--- config.mk ---
export PLATFORM = sky130hd
export DESIGN_NAME = fifo_uart_tx_flat
export DESIGN_NICKNAME = d
export VERILOG_FILES = /design/src/rtl/fifo_uart_tx_if.sv /design/src/rtl/fifo_uart_tx.sv /design/src/flat_wrapper.sv
export SDC_FILE = /design/constraint.sdc
export NUM_CORES = 1
export LEC_CHECK = 0
export CAP_MARGIN = 20
export CORE_UTILIZATION = 40
export DETAILED_ROUTE_END_ITERATION = 10
export GPL_ROUTABILITY_DRIVEN = 0
export PLACE_DENSITY = 0.61
export SLEW_MARGIN = 30
export SYNTH_ARGS = -nofsm -noshare
export SYNTH_HDL_FRONTEND = slang
export SYNTH_SLANG_ARGS = --single-unit
--- constraint.sdc ---
create_clock -name clk -period 2.3 [get_ports clk]
set_clock_uncertainty 0.1 [all_clocks]
set_input_delay 0.23 -clock clk [delete_from_list [all_inputs] [get_ports clk]]
set_output_delay 0.23 -clock clk [all_outputs]
set_load 0.02 [all_outputs]
--- src/rtl/fifo_uart_tx_if.sv ---
// FIFO read-port bundle between the synchronous byte FIFO and its UART drain.
// master: the consumer (UART TX controller); slave: the FIFO itself.
interface fifo_uart_tx_if #(
  parameter int DATA_WIDTH = 8
);
  logic                  fifo_empty;
  logic [DATA_WIDTH-1:0] fifo_data;
  logic                  fifo_rd_en;

  modport master (
    input  fifo_empty,
    input  fifo_data,
    output fifo_rd_en
  );

  modport slave (
    output fifo_empty,
    output fifo_data,
    input  fifo_rd_en
  );
endinterface

--- src/rtl/fifo_uart_tx.sv ---
// Autonomous FIFO drain: pops one byte whenever the FIFO is non-empty and
// shifts it out as 8N1 (start, 8 data LSB first, stop). All outputs are flops.
module fifo_uart_tx #(
  parameter int CLKS_PER_BIT = 16,
  parameter int DATA_WIDTH   = 8
) (
  input  logic           clk,
  input  logic           rst,      // async, active low
  fifo_uart_tx_if.master fifo,
  output logic           tx,
  output logic           busy,
  output logic           tx_done
);

  // Guard the width math against an illegal CLKS_PER_BIT so the error below
  // is the message that reaches the user.
  localparam int BW = (CLKS_PER_BIT < 2) ? 1 : $clog2(CLKS_PER_BIT);
  localparam logic [BW-1:0] BAUD_LAST = BW'(CLKS_PER_BIT - 1);

  generate
    if (CLKS_PER_BIT < 2) begin : g_bad_cpb
      $error("fifo_uart_tx: CLKS_PER_BIT must be >= 2");
    end
    if (DATA_WIDTH != 8) begin : g_bad_dw
      $error("fifo_uart_tx: only DATA_WIDTH == 8 is supported");
    end
  endgenerate

  typedef enum logic [2:0] {
    IDLE  = 3'd0,
    REQ   = 3'd1,
    WAIT  = 3'd2,
    START = 3'd3,
    DATA  = 3'd4,
    STOP  = 3'd5
  } state_t;

  state_t        state_q;
  logic [BW-1:0] baud_q;
  logic [2:0]    bit_q;
  logic [7:0]    shift_q;
  logic          tx_q;
  logic          rd_en_q;
  logic          busy_q;
  logic          done_q;
  logic          baud_end;

  // Last cycle of the current bit period.
  assign baud_end = (baud_q == BAUD_LAST);

  // Controller FSM; every output is registered here so the line never glitches.
  always_ff @(posedge clk or negedge rst) begin
    if (!rst) begin
      state_q <= IDLE;
      baud_q  <= '0;
      bit_q   <= '0;
      shift_q <= '0;
      tx_q    <= 1'b1;
      rd_en_q <= 1'b0;
      busy_q  <= 1'b0;
      done_q  <= 1'b0;
    end else begin
      done_q <= 1'b0;
      case (state_q)
        // Only state that looks at fifo_empty; a request is one pulse.
        IDLE: begin
          tx_q <= 1'b1;
          if (!fifo.fifo_empty) begin
            rd_en_q <= 1'b1;
            busy_q  <= 1'b1;
            state_q <= REQ;
          end
        end
        // FIFO pops at the edge closing this cycle.
        REQ: begin
          rd_en_q <= 1'b0;
          state_q <= WAIT;
        end
        // FIFO output now holds the popped byte; capture it and drop the line.
        WAIT: begin
          shift_q <= fifo.fifo_data[7:0];
          tx_q    <= 1'b0;
          baud_q  <= '0;
          state_q <= START;
        end
        START: begin
          if (baud_end) begin
            baud_q  <= '0;
            tx_q    <= shift_q[0];
            bit_q   <= '0;
            state_q <= DATA;
          end else begin
            baud_q <= baud_q + 1'b1;
          end
        end
        // Shift right each bit period; tx always presents shift_q[0].
        DATA: begin
          if (baud_end) begin
            baud_q <= '0;
            if (bit_q == 3'd7) begin
              tx_q    <= 1'b1;
              state_q <= STOP;
            end else begin
              shift_q <= shift_q >> 1;
              tx_q    <= shift_q[1];
              bit_q   <= bit_q + 3'd1;
            end
          end else begin
            baud_q <= baud_q + 1'b1;
          end
        end
        STOP: begin
          if (baud_end) begin
            baud_q  <= '0;
            done_q  <= 1'b1;
            busy_q  <= 1'b0;
            state_q <= IDLE;
          end else begin
            baud_q <= baud_q + 1'b1;
          end
        end
        default: begin
          state_q <= IDLE;
          tx_q    <= 1'b1;
          rd_en_q <= 1'b0;
          busy_q  <= 1'b0;
        end
      endcase
    end
  end

  assign tx              = tx_q;
  assign busy            = busy_q;
  assign tx_done         = done_q;
  assign fifo.fifo_rd_en = rd_en_q;

endmodule

--- src/flat_wrapper.sv ---
// flat-port wrapper written by rule: the top's interface ports become plain ports
module fifo_uart_tx_flat 
#(
  parameter int CLKS_PER_BIT = 16,
  parameter int DATA_WIDTH   = 8
)
  (clk, rst, tx, busy, tx_done, fifo_fifo_empty, fifo_fifo_data, fifo_fifo_rd_en);
  fifo_uart_tx_if #(.DATA_WIDTH(DATA_WIDTH)) fifo_i ();
  input  logic clk;
  input  logic rst;
  output logic tx;
  output logic busy;
  output logic tx_done;
  input wire logic [$bits(fifo_i.fifo_empty)-1:0] fifo_fifo_empty;
  input wire logic [$bits(fifo_i.fifo_data)-1:0] fifo_fifo_data;
  output wire logic [$bits(fifo_i.fifo_rd_en)-1:0] fifo_fifo_rd_en;
  assign fifo_i.fifo_empty = fifo_fifo_empty;
  assign fifo_i.fifo_data = fifo_fifo_data;
  assign fifo_fifo_rd_en = fifo_i.fifo_rd_en;
  fifo_uart_tx #(.CLKS_PER_BIT(CLKS_PER_BIT), .DATA_WIDTH(DATA_WIDTH)) u_core (.clk(clk), .rst(rst), .fifo(fifo_i), .tx(tx), .busy(busy), .tx_done(tx_done));
endmodule
### Word level (Yosys, flattened, before mapping)

Index checks and enable logic that the tools add are counted.

| storage, ports and cells | value |
|---|---|
| register bits after elaboration | 22 |
| latch bits | 0 |
| RAM bits | 0 |
| ROM bits | 0 |
| input port bits | 11 |
| output and inout bits | 4 |
| word-level logic and storage cells | 64 |
| memories | 0 |

| cells by class | value |
|---|---|
| $add $sub $neg | 2 |
| multipliers | 0 |
| divide/modulo/power cells | 0 |
| $lt $le $gt $ge | 0 |
| equality and inequality tests | 13 |
| shift-type cells | 0 |
| muxes and demuxes | 24 |
| bitwise gates (word level) | 3 |
| reduce and logical (&&, ||, !) cells | 14 |

Operator list:

| cell | number |
|---|---|
| $mux W3 | 7 |
| $pmux W3 S6 | 1 |
| $mux W8 | 2 |
| $pmux W8 S2 | 1 |
| $eq A3 B3 Y1 const B | 3 |
| $reduce_and A3 Y1 | 3 |
| $ne A2 B1 Y1 const B | 4 |
| $pmux W4 S2 | 1 |
| $reduce_or A4 Y1 | 2 |
| $mux W1 | 7 |
| $eq A3 B2 Y1 const B | 2 |
| $pmux W3 S2 | 1 |
| $reduce_bool A2 Y1 | 3 |
| $reduce_and A5 Y1 | 1 |
| $add A4 B1 Y4 const B | 1 |
| $eq A4 B4 Y1 const B | 1 |
| $mux W4 | 1 |
| $ne A2 B2 Y1 const B | 2 |
| $pmux W1 S4 | 1 |
| $reduce_and A4 Y1 | 1 |
| $add A3 B1 Y3 const B | 1 |
| $eq A3 B1 Y1 const B | 1 |
| $logic_not A3 Y1 | 1 |
| $not A1 Y1 | 3 |
| 5 further kinds | 5 |

### Depth between registers and ports, before layout

Gate-level depths: netlist of run 1.

| depth | value |
|---|---|
| word-level depth | 4 |
| gate-level depth with buffers | 7 |
| gate-level depth less buffers | 6 |

### Worst setup path after synthesis of run 1

Ideal clock, no wire load.

| path | value |
|---|---|
| kind | reg2reg |
| start | reg u_core.bit_q[0] |
| end | reg u_core.bit_q[1] |
| arrival | 1.443 ns |
| data required time | 2.077 ns |
| slack | 0.633 ns |
| stages on the path, launching flop included | 6 |
| path buffers | 0 |
| period minus slack after synthesis | 1.667 ns |
| cells stage by stage | dfrtp_1 ha_1 ha_1 or3b_4 a22oi_1 o21ai_1 |

| on the way | value |
|---|---|
| cells in the longest elaborated chain, start to end | 4 |
| elaborated cells between the ends (all ways) | 7 |
| classes of those cells | add/sub: 1; eq/ne: 2; mux: 3; reduce/logical: 1 |

RTL lines:

| what | line | text |
|---|---|---|
| start: declaration | fifo_uart_tx.sv:40 | `logic [2:0] bit_q;` |
| start signal: assignment | fifo_uart_tx.sv:106 | `bit_q <= bit_q + 3'd1;` |
| $add A3 B1 Y3 | fifo_uart_tx.sv:106 |  |
| $mux W3 | fifo_uart_tx.sv:100 | `if (bit_q == 3'd7) begin` |
| $mux W3 | fifo_uart_tx.sv:98 | `if (baud_end) begin` |
| $pmux W3 S2 | fifo_uart_tx.sv:64 | `case (state_q)` |

Parallel ways exist; a longest one is shown, timed or not. The select of a mux whose other input is x is not followed.
A chain may end at the register's enable or synchronous reset.

### Worst setup path in the final report of run 1

| path | value |
|---|---|
| start | reg u_core.baud_q[0] |
| end | reg u_core.shift_q[6] |

| on the way | value |
|---|---|
| cells in the longest elaborated chain, start to end | 3 |

RTL lines:

| what | line | text |
|---|---|---|
| start: declaration | fifo_uart_tx.sv:39 | `logic [BW-1:0] baud_q;` |
| start signal: assignment | fifo_uart_tx.sv:93 | `baud_q <= baud_q + 1'b1;` |
| start signal: assignment | fifo_uart_tx.sv:109 | `baud_q <= baud_q + 1'b1;` |
| start signal: assignment | fifo_uart_tx.sv:119 | `baud_q <= baud_q + 1'b1;` |
| $eq A4 B4 Y1 | fifo_uart_tx.sv:49 | `assign baud_end = (baud_q == BAUD_LAST);` |
| $ne A2 B1 Y1 (no source line) | n/a |  |
| $reduce_and A3 Y1 (no source line) | n/a |  |
| end signal: assignment | fifo_uart_tx.sv:81 | `shift_q <= fifo.fifo_data[7:0];` |
| end signal: assignment | fifo_uart_tx.sv:104 | `shift_q <= shift_q >> 1;` |
| end: declaration | fifo_uart_tx.sv:41 | `logic [7:0] shift_q;` |

Every way passes these cells.

==> flow_summary.ini, run 1 <==
[clock_tree]
h-tree-depth = 1
hold_buffers = 0
cts_buffers = 3
cts_tree = built
clock_sinks = 22
clockBufferDepth = 2
cts_root_buf = clkbuf_4
clkSlewWorstSetupHoldPaths_ps = 130
cts_setup_buffers = 0
cts-resized-gates = 0
clock_latency_ps = 310

[layout]
mostFrequentLayoutCell = dfrtp_1
insertedDiodeCount = 0
mostFrequentLayoutCells = dfrtp_1 (21), nand2_1 (16), clkdlybuf4s50_1 (14), a21oi_1 (10), mux2i_1 (8)
syn_to_final_growth_pct = 16.6
layout-drive-gt1-share_pct = 15.6
final_nets = 157
fillers = 300
ff_latch_area_um2 = 552
multi_input_area_um2 = 652

[power]
p_leak_nw = 0.696
p_per_area_nw_per_um2 = 496
vdd_drop_max_v = 0.000328

[placement]
portBuffers = 14
dpl.hpwl_um = 1690
pre_cts_ws_ps = 375

[timing]
finalMaxSlewViolations = 0
worstMarginPinSlew_ps = 704
tns_ps = 0
post-route-period-util_pct = 82.7
finalCriticalPeriod_ps = 1900
maxSlewHeadroom_pct = 52.9
rsz0062_at_grt = false
fin_ws_ps = 397
fmax_mhz = 526
hold_viol = 0
setup_viol = 0

[grt]
grtUsageTotal_pct = 15.9
gr-total-overflow = 0
grt_max_degree = 23
grt_use_met3_pct = 2.20
grt_pass1_wl_um = 4150
top_usage_layer = met2
grt_use_met1_pct = 21.9
grt_pass1_vias = 935
grtUsageMet2_pct = 25.3
antenna_found_initial = 0

[drt]
drc = 0
dr.pass1.iters = 4
via_count = 989
vias_per_cell = 5.35
antenna_left = 0
drt_iter0_markers = 45
wl_per_cell_um = 12.8
finalWirelength_um = 2370

[setup_path]
startpoint_type = flop
crit_arrival_ps = 2050
required_ps = 2450
rrSetupSlack_ps = 400
slowest_delay_ps = 600
path_max_fanout = 15
critPathSlowestCell = a31oi_2
timing.rr.start = u_core.baud_q[0]$_DFFE_PN0P_
crit_type = reg2reg
crit_chain = ha_1, and3_4, a31oi_2, nand2_1, o21ai_2
reg2reg_to = u_core.shift_q[6]$_DFFE_PN0P_
critPathCaptureType = flop
worstRegToRegCells = 5

[synthesis]
synth_seq_area_share_pct = 43.3
syn_nets = 142
syn_area_um2 = 1270
ys_ff_latch = 22
synthCells = 127
synthDistinctLibCells = 41
yosysWarnings = 0
syn_avg_cell_area_um2 = 10.0

[die]
die_x_um = 58.4
initial_core_util_pct = 42.1
die_h_um = 58.4
io_pins = 15
die-area_um2 = 3410
core_area_um2 = 3030
row_count = 20

[run]
drv_cap = 0

[outcome]
status = finished clean

[hold_path]
hp-class = in2async
==> registers in the layout, indices dropped and copies added, names as in the netlist <==
name	cells
u_core.tx	1
u_core.bit_q	3
u_core.fifo.fifo_rd_en	1
u_core.baud_q	4
u_core.busy	1
u_core.shift_q	8
u_core.state_q	3
u_core.tx_done	1
==> power by group <==
part | internal (mW) | switching [mW] | total, mW
clock network | 0.176 | 0.122 | 0.298
registers | 0.394 | 0.00415 | 0.399
logic | 0.0233 | 0.0160 | 0.0393
total | 0.594 | 0.142 | 0.736
==> cell families after synthesis <==
| kind of cell | count (synthesis) | share of synthesized area (%) |
|---|---|---|
| buffers and inverters | 10 | 5.50 |
| AOI/OAI and AO/OA | 42 | 22.6 |
| and+or+nand+nor | 41 | 18.4 |
| adders and majority gates | 4 | 3.93 |
| DFF | 22 | 43.3 |
| muxes | 8 | 6.29 |
==> worst max path at each step <==
stage                                 startpoint                       endpoint  depth (start not counted)
floorplan            u_core.bit_q[0]$_DFFE_PN0P_    u_core.bit_q[1]$_DFFE_PN0P_                          5
global placement    u_core.baud_q[0]$_DFFE_PN0P_  u_core.shift_q[5]$_DFFE_PN0P_                          5
detailed placement  u_core.baud_q[0]$_DFFE_PN0P_  u_core.shift_q[1]$_DFFE_PN0P_                          4
CTS                 u_core.baud_q[0]$_DFFE_PN0P_  u_core.shift_q[6]$_DFFE_PN0P_                          5
global route        u_core.baud_q[0]$_DFFE_PN0P_  u_core.shift_q[6]$_DFFE_PN0P_                          5
finish              u_core.baud_q[0]$_DFFE_PN0P_  u_core.shift_q[6]$_DFFE_PN0P_                          5
==> area by class of cell <==
cell class / count / area share [%]
Sequential cell: 22 / 37.2
Multi-Input combinational cell: 95 / 43.9
Clock buffer: 3 / 1.52
Clock inverter: 1 / 2.02
Inverter: 3 / 0.758
Timing Repair Buffer: 17 / 11.0
Tap cell: 44 / 3.71
==> worst max-delay path: cells and delay by family (launching register included) <==
| family | cells | cell delay [ps] |
|---|---|---|
| flip-flops | 1 | 440 |
| AO/OA/AOI/OAI | 2 | 680 |
| adder cells (fa/ha/maj) | 1 | 280 |
| AND/OR/NAND/NOR | 2 | 340 |
==> Yosys cell counts (all sizes together) <==
master | number | area share, %
and3 | 1 | 0.88
a21oi | 10 | 3.9
o21ai | 14 | 6.7
nor2 | 7 | 2.7
a31oi | 3 | 2.0
nor2b | 2 | 1.2
a221o | 1 | 0.79
a21o | 2 | 1.2
dfstp | 1 | 2.1
a221oi | 2 | 1.4
o31ai | 1 | 0.59
a2111oi | 1 | 1.2
clkbuf | 1 | 0.29
nand2 | 16 | 4.7
o22ai | 1 | 0.49
nand3 | 4 | 2.0
buf | 6 | 4.3
or3 | 1 | 0.49
or3b | 1 | 0.88
nand2b | 1 | 0.49
ha | 4 | 3.9
o22a | 1 | 0.69
nor3b | 3 | 1.8
mux2i | 8 | 6.3
nor3 | 4 | 2.8
inv | 3 | 0.88
a22oi | 4 | 2.4
a32o | 1 | 0.79
nor4 | 1 | 0.49
dfrtp | 21 | 41
a211oi | 1 | 0.59
==> through the flow <==
stage	total power [mW]	cell area, µm²	util, %	instances	hold slack [ps]
final	0.736	1490	49.0	185	157
after detailed placement	0.446	1430	47.3	181	367
after global placement	0.445	1430	47.3	181	366
after floorplan	0.415	1270	-	127	-166
after CTS	0.748	1490	49.0	185	150
after global routing	0.764	1490	49.0	185	166
==> routing by layer <==
layer | share of wire (%) | vias to the layer above | wire, µm
met5 | 0 | - | 0
met2 | 48 | 15 | 1140
met4 | 0.80 | 0 | 19
met3 | 2.7 | 2 | 63
li1 | - | 496 | -
met1 | 49 | 476 | 1150
Note: power is estimated with default switching activity, not from simulation.
==> run 2, diff against run 1 <==
- clock period: 2.3 -> 1.8 ns (I/O delays scaled with it)
==> run 2 against run 1 <==
Power increased by 27%. Flip-flop and latch count unchanged. Clock power rose by 26%.
==> flow_summary.ini, run 2 (same netlist as run 1, synthesis figures left out) <==
[die]
row_count = 20
core_area_um2 = 3030
die_x_um = 58.4
die-area_um2 = 3410
io_pins = 15
die_h_um = 58.4
initial_core_util_pct = 42.1

[setup_path]
required_ps = 1930
slowest_delay_ps = 440
startpoint_type = flop
crit_chain = ha_2, ha_4, or3b_4, nor2_4, a22oi_2, o21ai_1
crit_arrival_ps = 1880
critPathCaptureType = flop
path_max_fanout = 5
critPathSlowestCell = or3b_4
crit_type = reg2reg

[timing]
fmax_mhz = 573
maxSlewHeadroom_pct = 69.9
fin_ws_ps = 54.3
finalMaxSlewViolations = 0
finalCriticalPeriod_ps = 1750
worstMarginPinSlew_ps = 450
setup_viol = 0
tns_ps = 0
rsz0062_at_grt = true
post-route-period-util_pct = 97.0
hold_viol = 0

[power]
sw_frac_of_total_pct = 18.7
switchingPower_uw = 175
p_per_area_nw_per_um2 = 587
clockPowerShare_pct = 40.1
vdd_drop_max_v = 0.000346
power_frac_comb_pct = 5.4
internal_power_uw = 759
pwr-share-seq_pct = 54.5
p_leak_nw = 0.738

[grt]
grt_pass1_vias = 965
grtUsageTotal_pct = 16.3
gr-total-overflow = 0
antenna_found_initial = 0
grt_pass1_wl_um = 4240
grt_max_degree = 23

[clock_tree]
clkSlewWorstSetupHoldPaths_ps = 130
clock_sinks = 22
clockBufferDepth = 2
cts_buffers = 3
cts_tree = built
hold_buffers = 0
h-tree-depth = 1
cts_root_buf = clkbuf_4
clock_latency_ps = 300

[layout]
largest_reg_flops = 8
mostFrequentLayoutCells = dfrtp_1 (21), nand2_1 (16), clkdlybuf4s50_1 (14), buf_4 (11), a21oi_1 (10)
final_nets = 166
mostFrequentLayoutCell = dfrtp_1
reg.largest.list = u_core.shift_q x8, u_core.baud_q x4
layout-drive-gt1-share_pct = 23.3
top_register = u_core.shift_q
syn_to_final_growth_pct = 24.9
insertedDiodeCount = 0

[drt]
drc = 0
vias_per_cell = 5.20
wl_per_cell_um = 12.6
antenna_left = 0
finalWirelength_um = 2450
dr.pass1.iters = 4
drt_iter0_markers = 25
via_count = 1008

[placement]
dpl.hpwl_um = 1760
pre_cts_ws_ps = 58.2
portBuffers = 14

[outcome]
status = finished clean

[run]
drv_cap = 0

[hold_path]
hp-class = in2async
run 2: changes by cell type in the layout (fill, tap and decap cells not counted), sizes merged:
cell | previous run | this run
buf | 3 | 12
run 2: timing repair:
action	4_1_cts	5_1_grt
endpoints found under the setup margin	0	3
buffers inserted	0	4
resized for setup	0	5
run 2: final cells by class:
class	count	area (µm²)
fill	282	1440
tap	44	55.1
timing repair buffer	26	243
sequential	22	552
clock buffer	3	22.5
clock inverter	1	30.0
inverter	3	11.3
multi-input combinational	95	677
run 2: power groups by stage:
stage | Clock [mW] | Sequential [mW] | Combinational (mW)
final | 0.374 | 0.509 | 0.0503
after global routing | 0.415 | 0.511 | 0.0561
after CTS | 0.396 | 0.509 | 0.0515
after detailed placement | 0 | 0.519 | 0.0516
after global placement | 0 | 0.519 | 0.0504
after floorplan | 0 | 0.519 | 0.0119
run 2: final timing paths:
kind	end	cells after the start	slack (ps)	startpoint
hold reg to reg	u_core.shift_q[6]$_DFFE_PN0P_	2	390	u_core.shift_q[6]$_DFFE_PN0P_
min in group clk	u_core.shift_q[0]$_DFFE_PN0P_	3	380	fifo_fifo_data[0]
max in group asynchronous	u_core.tx$_DFFE_PN1P_	2	1210	rst
setup / recovery	u_core.bit_q[2]$_DFFE_PN0P_	6	50	u_core.bit_q[0]$_DFFE_PN0P_
setup reg to reg	u_core.bit_q[2]$_DFFE_PN0P_	6	50	u_core.bit_q[0]$_DFFE_PN0P_
hold / removal	u_core.shift_q[7]$_DFFE_PN0P_	2	110	rst
run 2: stage by stage:
stage	power [mW]	area, µm²	util [%]	cells	hold WS, ps
after detailed placement	0.570	1480	49.0	186	368
after global routing	0.982	1590	52.5	194	113
after CTS	0.957	1540	50.7	190	91.9
after global placement	0.569	1480	49.0	186	361
after floorplan	0.531	1270	-	127	-216
final	0.934	1590	52.5	194	108
run 2: routing by layer:
metal	global-route usage [%]	part of all wire (%)
met3	2.20	2.0
met5	0	0
met4	8.16	1.4
met1	21.5	49
met2	26.4	47
run 2: critical path: cells and delay by family (launching register included):
family          cells  cell delay, ps
fa+ha+maj           2             360
flops               1             430
simple gates        2             600
compound gates      2             190
